===== src/rtl/regfile_write_arbiter.sv =====
// regfile_write_arbiter
//   Shares the single write port of the 8x8 register file (R0 hardwired to
//   zero) between NUM_REQ writeback sources. It uses round-robin arbitration
//   with a valid/ready handshake. The granted write is registered once and
//   then driven to the register file.
//
// Ports
//   clk        : rising-edge clock
//   rst        : asynchronous active-high reset
//   req_valid  : per-requester write pending
//   req_reg    : per-requester target register, requester i at [i*ADDR_W +: ADDR_W]
//   req_data   : per-requester write data, requester i at [i*DATA_W +: DATA_W]
//   req_ready  : one-hot accept; a handshake occurs on valid & ready
//   stall      : blocks new grants while the write port is unavailable
//   WriteReg   : registered register index to the register file
//   WriteData  : registered write data to the register file
//   RegWrite   : one-cycle write enable to the register file
//   zero_drops : saturating count of accepted writes that target R0
module regfile_write_arbiter #(
  parameter int NUM_REQ = 4,
  parameter int DATA_W  = 8,
  parameter int ADDR_W  = 3
) (
  input  logic                       clk,
  input  logic                       rst,
  input  logic [NUM_REQ-1:0]         req_valid,
  input  logic [NUM_REQ*ADDR_W-1:0]  req_reg,
  input  logic [NUM_REQ*DATA_W-1:0]  req_data,
  output logic [NUM_REQ-1:0]         req_ready,
  input  logic                       stall,
  output logic [ADDR_W-1:0]          WriteReg,
  output logic [DATA_W-1:0]          WriteData,
  output logic                       RegWrite,
  output logic [7:0]                 zero_drops
);

  localparam int PTR_W = (NUM_REQ > 1) ? $clog2(NUM_REQ) : 1;

  logic [PTR_W-1:0]  last_grant_q, last_grant_d;
  logic [ADDR_W-1:0] write_reg_q, write_reg_d;
  logic [DATA_W-1:0] write_data_q, write_data_d;
  logic              reg_write_q, reg_write_d;
  logic [7:0]        zero_drops_q, zero_drops_d;

  logic              grant_found;
  logic [PTR_W-1:0]  grant_idx;
  logic [PTR_W-1:0]  cand;
  logic              handshake;
  logic [ADDR_W-1:0] sel_reg;
  logic [DATA_W-1:0] sel_data;

  // Round-robin search. The search starts one past the last winner, so the
  // most recently served requester has the lowest priority.
  always_comb begin
    grant_found = 1'b0;
    grant_idx   = '0;
    cand        = '0;
    for (int k = 1; k <= NUM_REQ; k++) begin
      cand = PTR_W'((int'(last_grant_q) + k) % NUM_REQ);
      if (!grant_found && req_valid[cand]) begin
        grant_found = 1'b1;
        grant_idx   = cand;
      end
    end
  end

  // Ready is suppressed during stall and reset, so no handshake can occur then.
  always_comb begin
    req_ready = '0;
    handshake = grant_found && !stall && !rst;
    if (handshake) begin
      req_ready[grant_idx] = 1'b1;
    end
  end

  // Select the winner's target register and data.
  always_comb begin
    sel_reg  = '0;
    sel_data = '0;
    for (int i = 0; i < NUM_REQ; i++) begin
      if (grant_idx == PTR_W'(i)) begin
        sel_reg  = req_reg[i*ADDR_W +: ADDR_W];
        sel_data = req_data[i*DATA_W +: DATA_W];
      end
    end
  end

  // Next-state logic for the output stage and the pointer. When no handshake
  // occurs, the write enable drops and the index and data hold. A write to R0
  // is still accepted but is only counted.
  always_comb begin
    last_grant_d = last_grant_q;
    write_reg_d  = write_reg_q;
    write_data_d = write_data_q;
    reg_write_d  = 1'b0;
    zero_drops_d = zero_drops_q;
    if (handshake) begin
      last_grant_d = grant_idx;
      write_reg_d  = sel_reg;
      write_data_d = sel_data;
      reg_write_d  = (sel_reg != '0);
      if (sel_reg == '0 && zero_drops_q != 8'hFF) begin
        zero_drops_d = zero_drops_q + 8'd1;
      end
    end
  end

  always_ff @(posedge clk or posedge rst) begin
    if (rst) begin
      last_grant_q <= PTR_W'(NUM_REQ - 1);
      write_reg_q  <= '0;
      write_data_q <= '0;
      reg_write_q  <= 1'b0;
      zero_drops_q <= '0;
    end else begin
      last_grant_q <= last_grant_d;
      write_reg_q  <= write_reg_d;
      write_data_q <= write_data_d;
      reg_write_q  <= reg_write_d;
      zero_drops_q <= zero_drops_d;
    end
  end

  assign WriteReg   = write_reg_q;
  assign WriteData  = write_data_q;
  assign RegWrite   = reg_write_q;
  assign zero_drops = zero_drops_q;

endmodule


===== config.mk =====
export PLATFORM = sky130hd
export DESIGN_NAME = regfile_write_arbiter
export DESIGN_NICKNAME = d
export VERILOG_FILES = /design/src/rtl/regfile_write_arbiter.sv
export SDC_FILE = /design/constraint.sdc
export NUM_CORES = 1
export LEC_CHECK = 0
export CAP_MARGIN = 20
export CORE_ASPECT_RATIO = 0.5
export CORE_MARGIN = 1.5
export CORE_UTILIZATION = 40
export CTS_CLUSTER_SIZE = 8
export DETAILED_ROUTE_END_ITERATION = 12
export PLACE_DENSITY = 0.91
export SLEW_MARGIN = 40
export SYNTH_ARGS = -nofsm -noshare
export SYNTH_HDL_FRONTEND = slang
export SYNTH_SLANG_ARGS = --single-unit

===== constraint.sdc =====
create_clock -name clk -period 3.15 [get_ports clk]
set_input_delay 0.4725 -clock clk [delete_from_list [all_inputs] [get_ports clk]]
set_output_delay 0.4725 -clock clk [all_outputs]
set_load 0.05 [all_outputs]

==> metrics.md, run 1 <==
| Metric | Value |
|---|---|
| P_sw | `0.689 mW` |
| Final WL | `4240 microns` |
| # IOs | `75` |
| Clock root buffer master | `sky130_fd_sc_hd__clkbuf_8` |
| Layout overhead on the synthesized area | `61.7%` |
| Nature of the critical path endpoint | `primary output` |
| Count of flip-flops with a built-in enable after synthesis | `0` |
| Number of routed nets with antenna violations | `0` |
| Top flip-flop cell by instance count after synthesis | `sky130_fd_sc_hd__dfrtp_1` |
| Cell area after layout | `2390 sq um` |
| Internal Dissipation | `0.856 mW` |
| Total power density per cell area | `646 nW/um^2` |
| Filler cell count in the final layout | `273` |
| Cell area after placement | `2320 sq um` |
| Clock latency on the worst-skew pair | `0.27 ns` |
| Final count of negative-setup-slack endpoints | `0` |
| Post-Place Setup Slack | `0.0899 ns` |
| Final RePlAce weighted congestion | `0.829` |
| Setup repair after global routing missed its margin | `false` |
| Total inserted antenna cells | `0` |
| CP Class | `in2out` |
| Total number of H-tree levels | `1` |
| Wire length of the first global-routing pass | `6670 microns` |
| Routed vias/inst | `5.15` |
| Total number of placement rows | `15` |
| Number of instances in the synthesized netlist | `168` |
| Post-cts hold buffer count | `0` |
| Area of the die | `4100 sq um` |
| Netlist area before placement | `1480 sq um` |
| Count of clock tree sinks | `22` |
| Proportion of layout cells with a drive suffix above 1 | `15.5%` |
| Lkg Pwr | `0.997 nW` |
| Starting DRC count in detailed routing | `56` |
| Clock period minus final worst setup slack | `2.93 ns` |
| TritonRoute pass-1 iters | `4` |
| Setup total negative slack | `0 ns` |
| Mean post-synth cell area | `8.81 sq um` |
| Result of the run | `completed` |
| TritonCTS buffer count | `3` |
| Number of buffers inserted by post-CTS setup repair | `0` |
| GRT Util Overall | `21.8%` |
| Clock-pin transition on the worst setup and hold timing paths | `0.09 ns` |
| Share of the clock period used by the worst path | `93.1%` |
| Number of antenna violations at the first check in global routing | `0` |
| Final critical-path setup slack | `0.218 ns` |
| Netlist cell types | `41` |
| Share of synthesized flip-flops with an asynchronous set or reset | `100%` |
| Number of warnings issued by yosys | `0` |
| Max Freq | `341 MHz` |
| Vertical extent of the die | `46.0 microns` |
| Final Hold Violating Endpoints | `0` |
| Number of storage elements in the synthesis netlist | `22` |
| Total number of vias | `1524` |
| Worst-Margin Slew | `0.546 ns` |
| Longest Clk Path Bufs | `2` |
| Count of maximum capacitance violations | `0` |
| Part of the total power dissipated in sequential elements | `27.1%` |
| Arrival time worst endpoint | `2.46 ns` |
| CP Launch Type | `primary input` |
| Leftover overflow at the end of global routing | `0` |
| CTS tree | `built` |
| Synthesized Nets | `220` |
| Pins Over Slew Limit | `0` |
| Worst EP required | `2.68 ns` |
| Die W | `89.0 microns` |
| Min-Delay Path Class | `reg2reg` |
| Initial standard-cell utilization of the core | `42.4%` |
| Maximum number of pins on one net before global-route repair | `23` |
| Combinational fraction of design power | `55.3%` |
| Count of cells resized by post-cts repair | `0` |
| DRC violation count after routing | `0` |
| Max-slew headroom | `63.6%` |
| Final nets | `298` |
| Worst IR Drop VDD | `0.236 mV` |
| WL per Instance | `14.3 microns` |
| Register area share after synthesis | `37.4%` |
| Number of global-route vias before repair | `1437` |
| Count of buffers inserted at the top-level ports | `74` |
| Proportion of total power due to net switching | `44.6%` |
| Total half-perimeter wirelength after legalization and detailed placement | `3330 microns` |
| Peak fanout along the critical path | `8` |
| Core Region | `3490 sq um` |
| Clk network pwr share | `17.6%` |
| Clock Skew | `0.00530 ns` |
## sequential cells by signal, indices dropped and copies added, names as in the netlist
| name | count |
|---|---|
| RegWrite | 1 |
| WriteData | 8 |
| WriteReg | 3 |
| last_grant_q | 2 |
| zero_drops | 8 |
## Yosys cell counts, types with 2 or more instances
cell type | number | area share (%)
sky130_fd_sc_hd__nand3_1 | 11 | 3.7
sky130_fd_sc_hd__nand2_1 | 39 | 9.9
sky130_fd_sc_hd__o21ai_0 | 7 | 2.4
sky130_fd_sc_hd__and4_1 | 5 | 3.0
sky130_fd_sc_hd__clkbuf_1 | 6 | 1.5
sky130_fd_sc_hd__buf_6 | 2 | 1.5
sky130_fd_sc_hd__o21ai_1 | 5 | 1.7
sky130_fd_sc_hd__a21oi_1 | 8 | 2.7
sky130_fd_sc_hd__nor4_2 | 2 | 1.7
sky130_fd_sc_hd__o31ai_1 | 3 | 1.5
sky130_fd_sc_hd__a211oi_4 | 5 | 6.8
sky130_fd_sc_hd__dfstp_2 | 2 | 3.6
sky130_fd_sc_hd__a22oi_1 | 4 | 2.0
sky130_fd_sc_hd__xor2_1 | 7 | 4.1
sky130_fd_sc_hd__dfrtp_1 | 20 | 34
sky130_fd_sc_hd__nor3_1 | 6 | 2.0
sky130_fd_sc_hd__nor2_1 | 10 | 2.5
sky130_fd_sc_hd__inv_1 | 3 | 0.76
## cell families after synthesis
family	Yosys count	synth area share (%)
compound gates	42	23.6
xor+xnor	7	4.14
fa+ha+maj	1	0.845
buf+inv	12	4.14
flops	22	37.4
mux	1	0.761
simple gates	83	29.2
## cell type report
cell class              count  area, sq um  area share (%)
clock buffers               3         41.3            1.73
clock inverters             1         30.0            1.25
inverters                   3         11.3           0.470
multi-input cells         134          866            36.2
flip-flops and latches     22          553            23.1
well taps                  51         63.8            2.67
repair buffers             82          828            34.6
## path summary, 6_finish.rpt
check                                   to  cells after the start  slack, ns       startpoint
max                           req_ready[2]                      5       0.22     req_valid[1]
min                           WriteData[1]                      2       0.49     WriteData[1]
max reg2reg                  zero_drops[1]                      7       0.65  last_grant_q[0]
min reg2reg                   WriteData[1]                      2       0.49     WriteData[1]
max in group asynchronous  last_grant_q[0]                      2       2.23              rst
min in group asynchronous     WriteData[0]                      2       0.58              rst
## stage by stage
stage	utilization, %	cells	hold slack, ns	power, mW
after global placement	66.5	292	0.462	1.25
after global routing	68.6	296	0.521	1.63
final	68.6	296	0.490	1.55
after detailed placement	66.5	292	0.469	1.28
after floorplan	-	168	0.460	0.985
after CTS	68.6	296	0.488	1.55
## metal layers
layer	up-vias	GRT usage [%]	share of wire [%]
met3	6	5.07	4.2
met5	-	0	0
met2	38	42.1	53
li1	745	-	-
met1	735	25.3	42
met4	0	4.00	1.1
## placed cells by master, fill, tap and decap left out, types with 5 or more instances in the layout
cell type	instances
sky130_fd_sc_hd__o21ai_1	5
sky130_fd_sc_hd__nor3_1	6
sky130_fd_sc_hd__a211oi_4	5
sky130_fd_sc_hd__clkdlybuf4s50_1	70
sky130_fd_sc_hd__nand3_1	11
sky130_fd_sc_hd__o21ai_0	7
sky130_fd_sc_hd__a21oi_1	8
sky130_fd_sc_hd__and4_1	5
sky130_fd_sc_hd__nor2_1	10
sky130_fd_sc_hd__dfrtp_1	20
sky130_fd_sc_hd__nand2_1	39
sky130_fd_sc_hd__buf_4	9
sky130_fd_sc_hd__xor2_1	7
## critical path: stages
cell and delay, ns:
sky130_fd_sc_hd__clkdlybuf4s50_1 0.50, sky130_fd_sc_hd__o21ai_1 0.40, sky130_fd_sc_hd__nand3_2 0.39, sky130_fd_sc_hd__nor3_1 0.50
sky130_fd_sc_hd__buf_12 0.20
## power groups by stage
stage                     Sequential [mW]  Combinational (mW)  Clock, mW
after detailed placement            0.424               0.856          0
final                               0.418               0.855      0.271
after floorplan                     0.643               0.343          0
after global placement              0.418               0.836          0
after CTS                           0.419               0.860      0.274
after global routing                0.429               0.913      0.284
Note: power is estimated with default switching activity, not from simulation.
==> inputs of run 2 (changes only) <==
--- a/config.mk
+++ b/config.mk
@@ -8,10 +8,10 @@
 export CAP_MARGIN = 20
 export CORE_ASPECT_RATIO = 0.5
 export CORE_MARGIN = 1.5
-export CORE_UTILIZATION = 40
+export CORE_UTILIZATION = 43
 export CTS_CLUSTER_SIZE = 8
 export DETAILED_ROUTE_END_ITERATION = 12
-export PLACE_DENSITY = 0.91
+export PLACE_DENSITY_LB_ADDON = 0.12
 export SLEW_MARGIN = 40
 export SYNTH_ARGS = -nofsm -noshare
 export SYNTH_HDL_FRONTEND = slang
==> constraint.sdc (replaced) <==
create_clock -name clk -period 3.4 [get_ports clk]
set_input_delay 0.51 -clock clk [delete_from_list [all_inputs] [get_ports clk]]
set_output_delay 0.51 -clock clk [all_outputs]
set_load 0.05 [all_outputs]
==> metrics.md, run 2 (synthesis results as in run 1) <==
| Metric | Value |
|---|---|
| Result of the run | `completed` |
| Final RePlAce weighted congestion | `0.832` |
| Cell at the slowest stage of the critical path | `sky130_fd_sc_hd__clkdlybuf4s50_1` |
| Largest stage delay, worst path | `0.51 ns` |
| Critical path, cell by cell | `clkdlybuf4s50_1 -> nor2b_1 -> o21ai_2 -> nand3_2 -> buf_4 -> nor3_1 -> buf_12` |
| Final nets | `295` |
| Count of cells resized by post-cts repair | `0` |
| CP Class | `in2out` |
| Final count of negative-setup-slack endpoints | `0` |
| Arrival time worst endpoint | `2.59 ns` |
| Routed vias/inst | `5.24` |
| Peak fanout along the critical path | `15` |
| Cell area after layout | `2370 sq um` |
| Nature of the critical path endpoint | `primary output` |
| Starting DRC count in detailed routing | `35` |
| # IOs | `75` |
| DRC violation count after routing | `0` |
| Post-cts hold buffer count | `0` |
| Pwr Total | `1.41 mW` |
| Register-to-register setup slack | `0.98 ns` |
| Number of antenna violations at the first check in global routing | `0` |
| Number of routed nets with antenna violations | `0` |
| Vertical extent of the die | `44.5 microns` |
| Pins Over Slew Limit | `0` |
| Clock root buffer master | `sky130_fd_sc_hd__clkbuf_8` |
| Total power density per cell area | `594 nW/um^2` |
| Worst-Margin Slew | `0.531 ns` |
| Worst IR Drop VDD | `0.311 mV` |
| Die W | `86.0 microns` |
| Setup repair after global routing missed its margin | `false` |
| Wire length of the first global-routing pass | `6420 microns` |
| Max-slew headroom | `64.6%` |
| Share of the clock period used by the worst path | `91.3%` |
| Final WL | `3720 microns` |
| Initial standard-cell utilization of the core | `47.2%` |
| GRT Util Overall | `21.9%` |
| Number of buffers inserted by post-CTS setup repair | `0` |
| Clock-pin transition on the worst setup and hold timing paths | `0.08 ns` |
| Number of global-route vias before repair | `1471` |
| Cell area after placement | `2300 sq um` |
| Hold Path Stages | `2` |
| Total number of vias | `1477` |
| Proportion of layout cells with a drive suffix above 1 | `14.5%` |
| Final Hold Violating Endpoints | `0` |
| Maximum number of pins on one net before global-route repair | `23` |
| Total number of placement rows | `14` |
| Most common library cell in the layout ignoring fill and taps | `sky130_fd_sc_hd__clkdlybuf4s50_1` |
| Worst R2R Start | `last_grant_q[0]` |
| Min-Delay Path Class | `reg2reg` |
| Setup total negative slack | `0 ns` |
| Longest Clk Path Bufs | `2` |
| Clock period minus final worst setup slack | `3.10 ns` |
| CP Launch Type | `primary input` |
| Clock Skew | `0.00618 ns` |
| Hold Path End | `WriteReg[1]` |
| Reg2reg end | `zero_drops[1]` |
| TritonRoute pass-1 iters | `4` |
| Layout overhead on the synthesized area | `60.1%` |
| Clock latency on the worst-skew pair | `0.27 ns` |
| WL per Instance | `13.2 microns` |
| CTS tree | `built` |
| Total half-perimeter wirelength after legalization and detailed placement | `2990 microns` |
| Worst EP required | `2.89 ns` |
| TritonCTS buffer count | `3` |
| Count of clock tree sinks | `22` |
| Total inserted antenna cells | `0` |
| Total number of H-tree levels | `1` |
| Count of maximum capacitance violations | `0` |
| Finished Core Util | `75.6%` |
| Core Region | `3140 sq um` |
| Cell depth of the worst flop-to-flop path | `7` |
| Highest-count cells in the layout ignoring fill and taps | `sky130_fd_sc_hd__clkdlybuf4s50_1, sky130_fd_sc_hd__nand2_1, sky130_fd_sc_hd__dfrtp_1` |
| Filler cell count in the final layout | `220` |
| Lkg Pwr | `0.986 nW` |
| Worst-case hold slack | `0.486 ns` |
| Area of the die | `3820 sq um` |
| Count of buffers inserted at the top-level ports | `74` |
| Max Freq | `322 MHz` |
| Leftover overflow at the end of global routing | `0` |
| Startpoint of the most critical hold path | `WriteReg[1]` |
[run 2: cell count changes in the layout (fill, tap and decap cells not counted), sizes merged]
| cell | delta |
|---|---|
| buf | -3 |
[run 2: worst max path at each step]
stage,slack [ns],from,endpoint
after CTS,0.30,req_valid[1],req_ready[2]
after global placement,0.40,req_valid[1],req_ready[0]
after floorplan,0.41,req_valid[2],req_ready[1]
final,0.30,req_valid[1],req_ready[0]
after detailed placement,0.29,req_valid[1],req_ready[2]
after global routing,0.11,req_valid[1],req_ready[2]
[run 2: layer usage]
| layer | up-vias | GRT usage (%) | routed length (microns) |
|---|---|---|---|
| li1 | 744 | - | - |
| met1 | 685 | 25.3 | 1630 |
| met2 | 44 | 39.2 | 1860 |
| met3 | 4 | 7.84 | 199 |
| met4 | 0 | 6.45 | 30 |
| met5 | - | 0 | 0 |
[run 2: final cells by class]
class,count,area (sq um),area share [%]
tap,40,50.0,2.11
inverter,3,11.3,0.475
multi-input combinational,134,866,36.5
sequential,22,553,23.3
clock buffer,3,41.3,1.74
timing repair buffer,79,818,34.5
clock inverter,1,30.0,1.27
[run 2: metrics by stage]
| step | setup slack (ns) | instances |
|---|---|---|
| global placement | 0.401 | 278 |
| floorplan | 0.406 | 168 |
| CTS | 0.298 | 282 |
| finish | 0.296 | 282 |
| global route | 0.110 | 282 |
| detailed placement | 0.291 | 278 |
[run 2: where the power goes]
group          total (mW)  internal [mW]  leakage (nW)  switching, mW
Combinational       0.773          0.298         0.672          0.474
Clock               0.251          0.157        0.0357         0.0932
Sequential          0.384          0.331         0.278         0.0526
[run 2: worst max-delay path, delay by kind of cell]
| kind | cells | cell delay, ns |
|---|---|---|
| buffers and inverters | 3 | 1.00 |
| AND/OR/NAND/NOR | 3 | 0.84 |
| AO/OA/AOI/OAI | 1 | 0.24 |
